--- config.mk ---
export PLATFORM = sky130hd
export DESIGN_NAME = led_blink_bank
export DESIGN_NICKNAME = d
export VERILOG_FILES = /design/src/rtl/led_blink_bank.sv
export SDC_FILE = /design/constraint.sdc
export NUM_CORES = 1
export LEC_CHECK = 0
export BUFFER_PORTS_ARGS = -buffer_cell sky130_fd_sc_hd__buf_2
export CAP_MARGIN = 20
export CORE_ASPECT_RATIO = 0.8
export CORE_MARGIN = 4
export CORE_UTILIZATION = 43
export CTS_CLUSTER_SIZE = 40
export DETAILED_ROUTE_END_ITERATION = 10
export GPL_TIMING_DRIVEN = 1
export PLACE_DENSITY_LB_ADDON = 0.15
export SLEW_MARGIN = 20
export SYNTH_ARGS = -nofsm -noshare
export SYNTH_HDL_FRONTEND = slang
export SYNTH_SLANG_ARGS = --single-unit
export TNS_END_PERCENT = 50
--- constraint.sdc ---
create_clock -name Clk50M -period 8.43 [get_ports Clk50M]
set_input_delay 0.4215 -clock Clk50M [delete_from_list [all_inputs] [get_ports Clk50M]]
set_output_delay 0.4215 -clock Clk50M [all_outputs]
set_load 0.05 [all_outputs]
--- src/rtl/led_blink_bank.sv ---
// Bank of independent LED channels, each OFF, ON, free-running BLINK or ONESHOT,
// configured one channel per write and realignable with a global restart strobe.
module led_blink_bank #(
    parameter int                NCH      = 4,
    parameter int                CNT_W    = 25,
    parameter logic [CNT_W-1:0]  DEF_HALF = 25'd24_999_999,
    parameter int                CH_W     = 2
) (
    input  logic             Clk50M,
    input  logic             Rst,
    input  logic             cfg_wr,
    input  logic [CH_W-1:0]  cfg_ch,
    input  logic [1:0]       cfg_mode,
    input  logic [CNT_W-1:0] cfg_half,
    input  logic             sync_restart,
    output logic             cfg_ack,
    output logic             cfg_err,
    output logic [NCH-1:0]   led,
    output logic [NCH-1:0]   toggle_tick
);

    typedef enum logic [1:0] {
        M_OFF     = 2'b00,
        M_ON      = 2'b01,
        M_BLINK   = 2'b10,
        M_ONESHOT = 2'b11
    } mode_e;

    localparam logic [CH_W:0] NCH_L = (CH_W + 1)'(NCH);

    mode_e            r_mode [NCH];
    logic [CNT_W-1:0] r_half [NCH];
    logic [CNT_W-1:0] r_cnt  [NCH];
    logic [NCH-1:0]   r_led;
    logic [NCH-1:0]   r_tick;
    logic             r_ack;
    logic             r_err;

    logic             w_ch_bad;
    logic [NCH-1:0]   w_wr_hit;
    logic [NCH-1:0]   w_exp;

    assign w_ch_bad = ({1'b0, cfg_ch} >= NCH_L);

    // Per-channel write select and counter expiry decode
    always_comb begin
        w_wr_hit = '0;
        w_exp    = '0;
        for (int i = 0; i < NCH; i++) begin
            w_wr_hit[i] = cfg_wr && !w_ch_bad && (cfg_ch == CH_W'(i));
            w_exp[i]    = (r_cnt[i] == r_half[i]);
        end
    end

    // Channel state: a write to a channel overrides the restart for that channel only
    always_ff @(posedge Clk50M or posedge Rst) begin
        if (Rst) begin
            r_led  <= '1;
            r_tick <= '0;
            r_ack  <= 1'b0;
            r_err  <= 1'b0;
            for (int i = 0; i < NCH; i++) begin
                r_mode[i] <= M_BLINK;
                r_half[i] <= DEF_HALF;
                r_cnt[i]  <= '0;
            end
        end else begin
            r_ack <= cfg_wr;
            r_err <= cfg_wr && w_ch_bad;
            for (int i = 0; i < NCH; i++) begin
                r_tick[i] <= 1'b0;
                if (w_wr_hit[i]) begin
                    r_mode[i] <= mode_e'(cfg_mode);
                    r_half[i] <= cfg_half;
                    r_cnt[i]  <= '0;
                    r_led[i]  <= (cfg_mode != 2'b00);
                end else if (sync_restart) begin
                    r_cnt[i] <= '0;
                    if (r_mode[i] == M_BLINK || r_mode[i] == M_ONESHOT) begin
                        r_led[i] <= 1'b1;
                    end else begin
                        r_led[i] <= r_led[i];
                    end
                end else begin
                    case (r_mode[i])
                        M_OFF: begin
                            r_cnt[i] <= '0;
                            r_led[i] <= 1'b0;
                        end
                        M_ON: begin
                            r_cnt[i] <= '0;
                            r_led[i] <= 1'b1;
                        end
                        M_BLINK: begin
                            if (w_exp[i]) begin
                                r_cnt[i]  <= '0;
                                r_led[i]  <= ~r_led[i];
                                r_tick[i] <= 1'b1;
                            end else begin
                                r_cnt[i] <= r_cnt[i] + CNT_W'(1);
                            end
                        end
                        M_ONESHOT: begin
                            if (w_exp[i]) begin
                                r_cnt[i]  <= '0;
                                r_led[i]  <= 1'b0;
                                r_tick[i] <= 1'b1;
                                r_mode[i] <= M_OFF;
                            end else begin
                                r_cnt[i] <= r_cnt[i] + CNT_W'(1);
                            end
                        end
                        default: begin
                            r_cnt[i] <= '0;
                            r_led[i] <= 1'b0;
                        end
                    endcase
                end
            end
        end
    end

    assign cfg_ack     = r_ack;
    assign cfg_err     = r_err;
    assign led         = r_led;
    assign toggle_tick = r_tick;

endmodule

### After elaboration in Yosys (flattened, before gate mapping)

Cells that the tools add are included.
Widths: inputs -> output; s select.

| storage, ports and cells | value |
|---|---|
| input bits | 33 |
| register bits after elaboration | 217 |
| logic and storage cells | 171 |
| output and inout port bits | 10 |

| cells by class | value |
|---|---|
| $add $sub $neg | 4 |
| reduce and logical (&&, ||, !) cells | 38 |
| bitwise logic cells | 4 |
| equal/unequal tests | 35 |
| multiplexer cells | 72 |

Operator list:

| operator | number |
|---|---|
| $mux 25 | 12 |
| $pmux 25 s2 | 4 |
| $add 25x1->25 const B | 4 |
| $eq 25x25->1 | 4 |
| $mux 1 | 36 |
| $mux 2 | 16 |
| $ne 4x4->1 const B | 8 |
| $reduce_and 3->1 | 8 |
| $eq 2x2->1 const B | 10 |
| $reduce_bool 2->1 | 9 |
| $pmux 1 s4 | 4 |
| $reduce_or 2->1 | 8 |
| $ne 3x1->1 const B | 4 |
| $eq 2x1->1 const B | 5 |
| $logic_not 2->1 | 5 |
| $ne 2x1->1 const B | 4 |
| $logic_and 1x1->1 | 4 |
| $logic_or 1x1->1 | 4 |
| $not 1->1 | 4 |

### Depth between registers and ports, before layout

Gate-level depths: netlist of the first run.

| logic depth | value |
|---|---|
| word-level depth | 5 |
| depth in mapped cells | 8 |

### Least setup slack after synthesis of the first run

Ideal clock, no wire load.

| path | value |
|---|---|
| path type | reg-to-reg |
| start point | reg r_cnt[66] (netlist name) |
| end point | reg r_cnt[65] (netlist name) |
| data arrival time | 1632 ps |
| buffers on the path | 2 |
| slack | 6677 ps |
| setup time | 121 ps |
| cell stages (with the launch flop) | 8 |
| cell sequence | dfrtp_1 > clkbuf_1 > xor2_1 > nor4_1 > nand3_1 > o21ai_1 > buf_2 > nor2_1 |

| between the ends | value |
|---|---|
| cells in the longest elaborated chain, start to end | 5 |

RTL lines:

| what | line | RTL |
|---|---|---|
| start: declaration | 33 | `logic [CNT_W-1:0] r_cnt [NCH];` |
| start signal: indexed assignment | 100 | `r_cnt[i] <= r_cnt[i] + CNT_W'(1);` |
| start signal: indexed assignment | 110 | `r_cnt[i] <= r_cnt[i] + CNT_W'(1);` |
| $eq 25x25->1 | 51 | `w_exp[i] = (r_cnt[i] == r_half[i]);` |
| $mux 25 | 95, 104 |  |
| $pmux 25 s2 | 85 | `case (r_mode[i])` |
| $mux 25 | 77 | `end else if (sync_restart) begin` |
| $mux 25 | 72 | `if (w_wr_hit[i]) begin` |

Every way passes these cells.
A chain may end at the register's enable or synchronous reset.

### Worst setup path in the final report of the first run

| path | value |
|---|---|
| start point | reg r_cnt[44] (netlist name) |
| end point | reg r_led[2] (netlist: led[2]) |

| between the ends | value |
|---|---|
| cells in the longest elaborated chain, start to end | 3 |

RTL lines:

| what | line | RTL |
|---|---|---|
| $eq 25x25->1 * | 51 |  |
| $ne 4x4->1 (no source line) | - |  |
| $reduce_and 3->1 (no source line) * | - |  |
| end signal: indexed assignment | 76 | `r_led[i] <= (cfg_mode != 2'b00);` |
| end signal: indexed assignment | 82 | `r_led[i] <= r_led[i];` |
| end signal: indexed assignment | 97 | `r_led[i] <= ~r_led[i];` |
| end: declaration | 34 | `logic [NCH-1:0] r_led;` |

Every way passes the cells marked *; elsewhere a longest branch is shown, timed or not.

==> metrics.md, run 1 <==
| Metric | Value |
|---|---|
| RD Place Congestion | 0.810 |
| Post-synthesis compound-gate area fraction | 2.31% |
| Main combinational cell family by area after synthesis | simple AND/OR/NAND/NOR gates |
| Largest net degree at the start of global routing | 78 |
| Area Growth Syn to Fin | 12.4% |
| Fin. Hold Viols | 0 |
| WHS Endpoint | cfg_ack |
| Root buffer cell | clkbuf_16 |
| Critical Path, Cell by Cell | xor2_1 -> nor4_1 -> nand4_1 -> o21bai_4 -> o221a_2 |
| Register share of total power | 47.0% |
| Critical Path Start Type | flop |
| First-pass GRT wire length | between 40000 and 50000 um |
| Std cell rows | 51 |
| Boundary pin count | 43 |
| GRT Util Overall | 20.1% |
| Fill cells | 2306 |
| Critical path's largest stage delay | ~0.62 ns |
| Via count | 7693 |
| Peak supply drop | 0.174 mV |
| Synth Area in Simple Gates | around a quarter |
| Pint | 1.99 mW |
| TritonRoute pass-1 iters | 5 |
| Routed len/inst | 18.5 um |
| Cells on Worst Hold Path | 1 |
| Leak | 5.71 nW |
| Mapped cell area | about 11000 um2 |
| Synth cell types | 48 |
| Dpl cells | about 1400 |
| Post-synth EDFFs | 0 |
| Final Setup Violations | 0 |
| Synth Area in XOR/XNOR | 15.6% |
| Endpoint class of the critical path | flop |
| Reg-to-Reg Start | r_cnt[44] |
| TritonCTS buffer count | 23 |
| Top delay family on crit path | compound AO/OA/AOI/OAI gates |
| Clk_lat worst skew | roughly 0.51 ns |
| Top_reg_cell synth | dfrtp_1 |
| DP HPWL | approximately 19000 um |
| Slowest-stage cell, CP | o21bai_4 |
| Req. time, crit path | 8.88 ns |
| DRC | 0 |
| Longest Clk Path Bufs | 3 |
| R2r worst-path depth | 5 |
| Post-synthesis adder-cell area fraction | under 10% |
| Slew Viols, Final | 0 |
| Initial DRC count | 511 |
| Min-delay src | cfg_wr |
| Slew @ Worst Pin | 1.03 ns |
| DP Area | 11300 um2 |
| CTS tree | done |
| Antenna-violating nets left | 0 |
| CP arrival | roughly 2.9 ns |
| Die W | 185 um |
| Nets@finish | 1198 |
| Total of max-cap violations | 0 |
| Mux share of post-synthesis cell area | approximately 2.6% |
| Synthesized netlist cell count | 1115 |
| Buf/Inv on CP | 0 |
| Crit path kind | flop to flop |
| FF-to-FF setup slack | 5.98 ns |
| Fin crit period | 2.45 ns |
| Core ar. | roughly 25000 um2 |
| Htree depth | 1 |
| Port Buf Inserts | 41 |
| CTS Sinks | around 220 |
| Initial antenna violation count | 0 |
| Slew margin rel. | 31.0% |
| Clock power frac | 40.6% |
| Power Density | 223 nW/um2 |
| Post-Syn Nets | between 1000 and 1500 |
| Die area | roughly 28000 um2 |
| Total negative slack | 0 ns |
| Reg-to-reg endpoint | led[2] |
| Layout Cells excl Fill | ~1500 |
| # Post-CTS Setup Buffers | 0 |
| Seq/Total Area, Yosys | 51.1% |
| Vias/cell | 5.19 |
| Sw Share | a little over a quarter |
| Yosys warns | 0 |
| Max Clock Skew | 0.00750 ns |
| Status | complete, no violations |
| Crit-path max FO | 26 |
| NetSw | 0.719 mW |
| Worst min path class | input pin to flop |
| Max Freq | 408 MHz |
| Average cell area after synthesis | ~9.7 um2 |
| Logic pwr share | 12.4% |
| Period utilization | 29.1% |
| Die height | 150 um |
| Layout cells sized above 1 | 18.3% |
| Total Power | 2.70 mW |
| Unrepaired setup endpoints after global routing | false |
| Antenna Cells | 0 |
| Post-synth ARST share | 100% |
| Clock-pin slew on the worst setup and hold paths | 0.06 ns |
| Initial Util | 44.0% |
| Gr ovfl total | 0 |
| Total detailed-routing wirelength | 27400 um |
| Vias in the first global route | 7449 |
| Seq cells post-synth | 217 |
| Post-Layout Inst Area | roughly 12000 um2 |
-- worst reg2reg max path: stages (launching register included) --
cell and delay, ns:
dfrtp_1 0.43, xor2_1 0.19, nor4_1 0.55, nand4_1 0.31, o21bai_4 0.62, o221a_2 0.29
-- cell usage after synthesis (8+ instances only) --
| cell | count | area (um2) |
|---|---|---|
| nor4_1 | 25 | 156 |
| nand4_1 | 36 | 225 |
| xor2_1 | 160 | 1400 |
| nor2_1 | 123 | 462 |
| a21oi_1 | 8 | 40.0 |
| nand3_1 | 40 | 200 |
| clkbuf_1 | 27 | 101 |
| dfrtp_1 | 141 | 3530 |
| ha_1 | 16 | 200 |
| nand2_1 | 265 | 995 |
| mux2_2 | 25 | 282 |
| dfstp_2 | 76 | 2000 |
| inv_1 | 24 | 90.1 |
| and3_1 | 18 | 113 |
| and4_1 | 10 | 87.6 |
| nor3_1 | 16 | 80.1 |
| buf_2 | 8 | 40.0 |
| xnor2_1 | 32 | 280 |
| o22ai_1 | 8 | 50.1 |
-- placed cells by master (no fill, tap or decap), types with 3 or more instances in the layout --
cell       synthesis  layout
a21oi_1            8       8
and2_1             4       4
and3_1            18      18
and4_1            10      10
buf_2              8      41
buf_4              1       9
bufinv_16          0       4
clkbuf_1          27       4
clkbuf_16          0      23
clkbuf_8           0       5
dfrtp_1          141     141
dfstp_2           76      76
ha_1              16      16
inv_1             24      23
mux2_2            25      25
nand2_1          265     265
nand3_1           40      40
nand4_1           36      36
nor2_1           123     123
nor2b_1            4       4
nor3_1            16      16
nor4_1            25      25
nor4_4             3       3
o21a_1             3       3
o21ai_0            3       3
o221a_2            4       4
o22ai_1            8       8
o311a_1            3       3
or2_2              4       4
xnor2_1           32      32
xor2_1           160     160
-- repair_timing --
action                                 in CTS  in global routing
gates resized for setup                     0                  0
endpoints found under the hold margin       3                  0
hold buffers                                1                  0
-- kinds of logic after synthesis --
| kind of cell | count (synthesis) |
|---|---|
| other cells | 1 |
| simple gates | 563 |
| compound gates | 35 |
| buf+inv | 66 |
| fa+ha+maj | 16 |
| xor+xnor | 192 |
| flops | 217 |
| mux | 25 |
-- metrics by stage --
step	setup WS [ns]	utilization [%]	hold slack (ns)
finish	5.98	49.5	0.105
global route	5.82	49.5	0.100
CTS	5.79	49.4	0.0849
detailed placement	5.82	46.0	0.455
global placement	5.81	46.0	0.454
floorplan	2.20	-	0.446
-- flip-flops by register name (all words and copies together), names as in the netlist --
register     flops
r_cnt          100
r_half         100
r_mode           8
led              4
toggle_tick      4
cfg_ack          1
-- worst max-delay path by stage --
stage / endpoint / start / slack (ns) / cells past startpoint
after floorplan: cfg_ack / Rst / 2.20 / 1
after global placement: led[2] / r_half[44] / 5.81 / 5
after detailed placement: led[2] / r_cnt[44] / 5.82 / 5
after CTS: led[2] / r_cnt[44] / 5.79 / 5
after global routing: led[2] / r_cnt[44] / 5.82 / 5
final: led[2] / r_cnt[44] / 5.98 / 5
-- final cells by class --
class / count / area (um2) / area share (%)
Inverter: 24 / 97.6 / 0.803
Clock buffer: 32 / 659 / 5.43
Timing Repair Buffer: 51 / 283 / 2.33
Multi-Input combinational cell: 832 / 5030 / 41.4
Tap cell: 318 / 398 / 3.27
Clock inverter: 9 / 155 / 1.28
Sequential cell: 217 / 5530 / 45.5
-- power by group through the flow --
stage / sequential (mW) / combinational [mW] / clock (mW)
2_1_floorplan: 1.29 / 0.226 / 0
3_3_place_gp: 1.29 / 0.334 / 0
3_5_place_dp: 1.29 / 0.337 / 0
4_1_cts: 1.27 / 0.341 / 1.12
5_1_grt: 1.28 / 0.384 / 1.16
6_report: 1.27 / 0.336 / 1.10
-- routing by layer --
| metal | vias to the layer above | track usage (%) | share of wire, % |
|---|---|---|---|
| met5 | - | 0 | 0 |
| met4 | 0 | 3.63 | 1.9 |
| met3 | 39 | 2.55 | 4.1 |
| met2 | 147 | 30.2 | 44 |
| met1 | 3766 | 31.4 | 50 |
| li1 | 3741 | - | - |
Note: power is estimated with default switching activity, not from simulation.
==> inputs of run 2 (changes only) <==
==> constraint.sdc (replaced) <==
create_clock -name Clk50M -period 2.25 [get_ports Clk50M]
set_input_delay 0.1125 -clock Clk50M [delete_from_list [all_inputs] [get_ports Clk50M]]
set_output_delay 0.1125 -clock Clk50M [all_outputs]
set_load 0.05 [all_outputs]
==> run 2 against run 1 <==
Sequential cell count unchanged; register-to-register slack worse by 5.7 ns; die area is the same; setup slack lost 5.7 ns; fmax increased by 26%; sequential share of layout area is 1.3 points lower; cell area increased by 3.0%; first-iteration DRC count rose by 11%; critical path depth is the same; combinational power rose to 4.0 times the previous value; critical endpoint is now r_mode[4]; largest power group unchanged.
==> metrics.md, run 2 (synthesis gave the netlist of run 1 again) <==
| Metric | Value |
|---|---|
| Fin Hold WS | 0.0954 ns (-0.00954 ns) |
| CP arrival | 2.33 ns (-0.57 ns) |
| Routed len/inst | 17.9 um (-2.8%) |
| Gr ovfl total | 0 (unchanged) |
| Top Registers | r_cnt (100), r_half (100), r_mode (8) |
| Cells on Worst Hold Path | 3 (+2) |
| Endpoint class of the critical path | flop |
| Total negative slack | 0 ns (unchanged) |
| Slew margin rel. | 65.1% (+34 points) |
| Longest Clk Path Bufs | 3 (unchanged) |
| Layout Cells excl Fill | 1527 (+3.0%) |
| Critical Path Start Type | flop |
| Max Freq | 513 MHz (+26%) |
| R2r worst-path depth | 5 (unchanged) |
| Root buffer cell | clkbuf_16 |
| Area Growth Syn to Fin | 15.8% |
| GRT met2 Usage | 29.7% (-0.51 points) |
| DRC | 0 (unchanged) |
| Antenna-violating nets left | 0 (unchanged) |
| Die height | 150 um (unchanged) |
| Reg-to-Reg Start | r_cnt[73] |
| Total Power | 9.96 mW (+270%) |
| Commonest non-fill, non-tap cell in the layout | nand2_1 |
| TritonCTS buffer count | 24 (+4.3%) |
| Critical Path, Cell by Cell | xor2_1 -> nor4_1 -> nand4_1 -> nor4b_1 -> o22ai_1 |
| Vias in the first global route | 7784 (+4.5%) |
| Crit-path max FO | 3 (-88%) |
| Clk_lat worst skew | 0.52 ns (about the same) |
| Crit path kind | flop to flop |
| Commonest non-fill, non-tap cells in the layout | 265 x nand2_1, 160 x xor2_1, 141 x dfrtp_1, 123 x nor2_1, 76 x dfstp_2 |
| # Post-CTS Setup Buffers | 0 (unchanged) |
| Boundary pin count | 43 (unchanged) |
| CTS tree | done |
| Antenna Cells | 0 (unchanged) |
| Die W | 185 um (unchanged) |
| Nets@finish | 1240 (+3.5%) |
| Layout cells sized above 1 | 18.6% (+0.33 points) |
| Req. time, crit path | 2.63 ns (-6.25 ns) |
| GRT Util Overall | 20.4% (+0.27 points) |
| Clock-pin slew on the worst setup and hold paths | 0.06 ns (about the same) |
| Final Setup Violations | 0 (unchanged) |
| Initial DRC count | 567 (+11%) |
| Total detailed-routing wirelength | 27400 um (about the same) |
| Power Density | 795 nW/um2 (+260%) |
| Peak supply drop | 0.571 mV (+230%) |
| Period utilization | 86.6% (+58 points) |
| Status | complete, no violations |
| Buf/Inv on CP | 0 (unchanged) |
| Slew Viols, Final | 0 (unchanged) |
| Post-Layout Inst Area | 12500 um2 (+3.0%) |
| Top delay family on crit path | simple AND/OR/NAND/NOR gates |
| Met3 GRT Util | 2.82% (+0.27 points) |
| FF-to-FF setup slack | 0.30 ns (-5.68 ns) |
| Fin crit period | 1.95 ns (-0.500 ns) |
| PostCTS Resize Cnt | 0 (unchanged) |
| TritonRoute pass-1 iters | 5 (unchanged) |
| Slowest-stage cell, CP | nor4b_1 |
| CTS Sinks | 217 (unchanged) |
| Slew @ Worst Pin | 0.520 ns (-0.506 ns) |
| Reg-to-reg endpoint | r_mode[4] |
| Leak | 5.89 nW (+3.2%) |
| First-pass GRT wire length | 44300 um (+1.4%) |
| DP Area | 11500 um2 (+1.6%) |
| Dpl cells | 1456 (+1.0%) |
| DP HPWL | 19000 um (+2.2%) |
| Min-delay src | cfg_mode[1] |
| Initial Util | 44.0% (unchanged) |
| GR peak layer | met1 |
| Worst min path class | input pin to flop |
| Htree depth | 1 (unchanged) |
| RD Place Congestion | 0.825 (+1.9%) |
| Via count | 7869 (+2.3%) |
| Total of max-cap violations | 0 (unchanged) |
| Grt met1 use | 32.1% (+0.77 points) |
| Initial antenna violation count | 0 (unchanged) |
| Port Buf Inserts | 41 (unchanged) |
| Die area | 27800 um2 (unchanged) |
| Fill cells | 2309 (+0.13%) |
| Largest net degree at the start of global routing | 94 (+21%) |
| WHS Endpoint | r_mode[5] |
| Unrepaired setup endpoints after global routing | false |
| Std cell rows | 51 (unchanged) |
| Core ar. | 24600 um2 (unchanged) |
| Critical path's largest stage delay | 0.49 ns (-0.13 ns) |
| Fin. Hold Viols | 0 (unchanged) |
| Vias/cell | 5.15 (-0.66%) |
| Max Clock Skew | 0.0149 ns (+0.00742 ns) |
run 2: cell count changes in the layout (fill, tap and decap cells not counted), sizes merged:
| cell | change |
|---|---|
| buf | +15 |
| bufinv | -3 |
| clkbuf | +6 |
| dlygate4sd3 | +26 |
run 2: what timing repair did:
item | CTS | global route
hold endpoints to repair | 162 | 0
setup endpoints to repair | 0 | 0
hold buffers | 27 | 0
run 2: layout make-up:
cell class,count,area [um2],share of cell area (%)
multi-input cells,832,5010,40.0
well taps,318,398,3.18
clock inverters,6,58.8,0.470
flip-flops and latches,217,5530,44.1
clock buffers,38,704,5.62
repair buffers,92,731,5.83
inverters,24,93.8,0.749
run 2: layer usage:
| metal | wire length [um] | vias to the layer above |
|---|---|---|
| li1 | - | 3823 |
| met1 | 13600 | 3853 |
| met2 | 11900 | 150 |
| met3 | 1260 | 43 |
| met4 | 609 | 0 |
| met5 | 0 | - |
run 2: power by group:
part,internal (mW),leakage [nW],switching [mW]
clock,2.26,0.376,1.59
combinational,0.556,2.81,0.791
sequential,4.45,2.70,0.313
run 2: metrics by stage:
step,utilization (%),worst slack (ns)
after floorplan,-,-0.627
after global placement,46.8,0.281
after detailed placement,46.8,0.301
after CTS,51.0,0.290
after global routing,51.0,0.145
final,51.0,0.301
run 2: how the worst max path moves through the flow:
stage / from / endpoint / slack, ns / cells after the start
after floorplan: Rst / cfg_ack / -0.63 / 1
after global placement: r_cnt[44] / led[2] / 0.28 / 5
after detailed placement: r_cnt[44] / led[2] / 0.30 / 5
after CTS: r_cnt[44] / r_cnt[48] / 0.29 / 6
after global routing: r_cnt[44] / r_cnt[45] / 0.14 / 6
final: r_cnt[73] / r_mode[4] / 0.30 / 5
run 2: worst reg2reg max path, cell delays in order (launching register included):
cell	delay, ns
dfrtp_1	0.41
xor2_1	0.20
nor4_1	0.36
nand4_1	0.25
nor4b_1	0.49
o22ai_1	0.12
==> inputs of run 3 (changes only) <==
--- a/config.mk
+++ b/config.mk
@@ -5,11 +5,13 @@
 export SDC_FILE = /design/constraint.sdc
 export NUM_CORES = 1
 export LEC_CHECK = 0
+export ABC_AREA = 1
 export BUFFER_PORTS_ARGS = -buffer_cell sky130_fd_sc_hd__buf_2
 export CAP_MARGIN = 20
 export CORE_ASPECT_RATIO = 0.8
 export CORE_MARGIN = 4
 export CORE_UTILIZATION = 43
+export CTS_CLUSTER_DIAMETER = 40
 export CTS_CLUSTER_SIZE = 40
 export DETAILED_ROUTE_END_ITERATION = 10
 export GPL_TIMING_DRIVEN = 1
==> run 3 against run 2 <==
Global-route usage rose by 1.4 points; utilization increased by 0.31 points; cell count grew 31%; setup slack better by 0.10 ns; non-clock buffer count shrank 16; area after synthesis up 8.2%; the flow now finishes with violations (hold timing); critical endpoint is now r_cnt[49]; synthesized cell count up 38%.
==> metrics.md, run 3 <==
| Metric | Value |
|---|---|
| Top Registers | r_cnt (100), r_half (100), r_mode (8) |
| Die W | 192 um (+3.8%) |
| Cts hold-fix bufs | 23 (-15%) |
| Top delay family on crit path | simple AND/OR/NAND/NOR gates |
| Nets@finish | 1661 (+34%) |
| DP Area | 12300 um2 (+7.4%) |
| Vias/cell | 4.94 (-4.1%) |
| Top post-synthesis cells by area | dfrtp_1 30%, dfstp_2 17%, nand2_1 14% |
| Boundary pin count | 43 (unchanged) |
| Worst min path class | input pin to flop |
| Max Clock Skew | 0.0105 ns (-0.00443 ns) |
| Slew margin rel. | 64.8% (-0.22 points) |
| DP HPWL | 22900 um (+21%) |
| Critical Path Start Type | flop |
| Antenna Cells | 0 (unchanged) |
| Antenna-violating nets left | 0 (unchanged) |
| Synth cell types | 34 (-29%) |
| Cells on Worst Hold Path | 3 (unchanged) |
| Pre-CTS setup slack | 0.426 ns (+0.125 ns) |
| Die height | 156 um (+3.8%) |
| Initial antenna violation count | 1 (+1) |
| Status | finished, violations left |
| Most frequent CP cell | nand2_1 |
| GRT Util Overall | 21.8% (+1.4 points) |
| PostCTS Resize Cnt | 0 (unchanged) |
| Fin crit period | 1.85 ns (-0.102 ns) |
| Final worst slack | 0.403 ns (+0.102 ns) |
| Power Density | 801 nW/um2 (+0.72%) |
| Post-Layout Inst Area | 13600 um2 (+8.6%) |
| Fin Hold WS | -0.00681 ns (-0.102 ns) |
| Post-synth top cells | 428 x nand2_1, 227 x nor2_1, 205 x inv_1 |
| Stages on worst setup path | 9 (+4) |
| Largest net degree at the start of global routing | 68 (-28%) |
| Dpl cells | 1913 (+31%) |
| Mapped cell area | 11700 um2 (+8.2%) |
| Violated checks | hold timing |
| Clock-pin slew on the worst setup and hold paths | 0.07 ns (about the same) |
| Core ar. | 26500 um2 (+8.0%) |
| Synth area leader | dfrtp_1 |
| Via count | 9859 (+25%) |
| CTS Sinks | 217 (unchanged) |
| Most frequent cell after synthesis | nand2_1 |
| Root buffer cell | clkbuf_16 |
| Clk_lat worst skew | 0.57 ns (+0.05 ns) |
| Slew Viols, Final | 0 (unchanged) |
| CP arrival | 2.35 ns (+0.02 ns) |
| Commonest non-fill, non-tap cells in the layout | 428 x nand2_1, 227 x nor2_1, 204 x inv_1, 141 x dfrtp_1, 124 x o21ai_0 |
| DRC | 0 (unchanged) |
| Register area | 5530 um2 (unchanged) |
| CTS tree | done |
| Area of the multi-input gates | 5230 um2 (+4.4%) |
| Period utilization | 82.1% (-4.5 points) |
| RD Place Congestion | 0.987 (+20%) |
| Unrepaired setup endpoints after global routing | false |
| Top_reg_cell synth | dfrtp_1 |
| Area share of the largest cell type after synthesis | 30.2% (-2.5 points) |
| # Post-CTS Setup Buffers | 0 (unchanged) |
| Crit-path max FO | 6 (+3) |
| Gr ovfl total | 0 (unchanged) |
| Req. time, crit path | 2.75 ns (+0.12 ns) |
| Peak supply drop | 0.617 mV (+8.1%) |
| Slew @ Worst Pin | 0.525 ns (+0.00531 ns) |
| Final Setup Violations | 0 (unchanged) |
| TritonCTS buffer count | 31 (+29%) |
| Post-synth EDFFs | 0 (unchanged) |
| Critical path's largest stage delay | 0.51 ns (+0.02 ns) |
| Max Freq | 541 MHz (+5.5%) |
| Buf/Inv on CP | 0 (unchanged) |
| Commonest non-fill, non-tap cell in the layout | nand2_1 |
| Leak | 6.18 nW (+4.9%) |
| Fill cells | 2596 (+12%) |
| Htree depth | 1 (unchanged) |
| Initial Util | 44.1% (+0.081 points) |
| Layout Cells excl Fill | 1994 (+31%) |
| Port Buf Inserts | 41 (unchanged) |
| Synthesized netlist cell count | 1536 (+38%) |
| Total detailed-routing wirelength | 32000 um (+17%) |
| Vias in the first global route | 9426 (+21%) |
| Crit path kind | flop to flop |
| TritonRoute pass-1 iters | 7 (+2) |
| First-pass GRT wire length | 51500 um (+16%) |
| Seq/Total Area, Yosys | 47.2% (-3.9 points) |
| Std cell rows | 53 (+3.9%) |
| Post-Syn Nets | 1585 (+36%) |
| Yosys warns | 0 (unchanged) |
| Total of max-cap violations | 0 (unchanged) |
| Total negative slack | 0 ns (unchanged) |
| Longest Clk Path Bufs | 3 (unchanged) |
| Slowest-stage cell, CP | dfrtp_1 |
| Endpoint class of the critical path | flop |
| Average cell area after synthesis | 7.61 um2 (-21%) |
| Critical Path, Cell by Cell | ha_1 -> nand2_1 -> nor2_4 -> nand4_2 -> nor2_2 -> nand3_1 -> o21bai_1 -> nand2_1 -> nor2_1 |
| Fin. Hold Viols | 2 (+2) |
| Area Growth Syn to Fin | 16.3% |
| Seq cells post-synth | 217 (unchanged) |
| Post-synth ARST share | 100% (unchanged) |
| R2r worst-path depth | 9 (+4) |
| Die area | 29900 um2 (+7.8%) |
| Routed len/inst | 16.0 um (-11%) |
| Initial DRC count | 669 (+18%) |
| Layout cells sized above 1 | 13.0% (-5.6 points) |
[run 3: layout make-up]
class	instances	area share, %
clock buffer	31	5.70
clock inverter	27	1.88
inverter	207	5.74
multi-input combinational	1079	38.5
sequential	217	40.6
tap	357	3.28
timing repair buffer	76	4.32
[run 3: path summary, 6_finish.rpt]
kind / startpoint / end / slack, ns
worst max-delay path: r_cnt[25] / r_cnt[49] / 0.40
min in group asynchronous: Rst / r_half[8] / 0.07
worst max register to register: r_cnt[25] / r_cnt[49] / 0.40
max in group asynchronous: Rst / r_half[51] / 1.50
worst min-delay path: cfg_half[20] / r_half[20] / -0.007
worst min register to register: led[1] / led[1] / 0.47
[run 3: worst register-to-register path, cell delays in order, from the launching register on]
cell	delay, ns
dfrtp_1	0.51
ha_1	0.23
nand2_1	0.10
nor2_4	0.15
nand4_2	0.15
nor2_2	0.15
nand3_1	0.16
o21bai_1	0.17
nand2_1	0.07
nor2_1	0.09
[run 3: through the flow]
step                utilization (%)  total power, mW
floorplan                         -             5.71
global placement               46.5             6.12
detailed placement             46.5             6.16
CTS                            51.3             11.0
global route                   51.3             11.4
finish                         51.3             10.9
[run 3: kinds of logic (layout without fill, tap and decap cells)]
family / after synthesis / in the layout / share of synthesized area, %
AOI/OAI and AO/OA: 142 / 142 / 6.22
and+or+nand+nor: 820 / 820 / 29.2
buffers and inverters: 240 / 341 / 8.07
DFF: 217 / 217 / 47.2
adders and majority gates: 16 / 16 / 1.71
other: 1 / 1 / 0.0321
xor gates and xnor gates: 100 / 100 / 7.49
[run 3: layer usage]
metal  global-route usage (%)  wire length (um)  vias to the layer above
li1                         -                 -                     4955
met4                     6.11               974                        0
met1                     32.9             15900                     4624
met2                     32.5             13500                      218
met5                        0                 0                        -
met3                     3.45              1580                       62
[run 3: report_power, final]
part / leakage (nW) / switching [mW] / total (mW) / internal, mW
logic: 2.98 / 0.870 / 1.39 / 0.518
clock network: 0.493 / 2.13 / 4.78 / 2.65
registers: 2.71 / 0.309 / 4.73 / 4.42
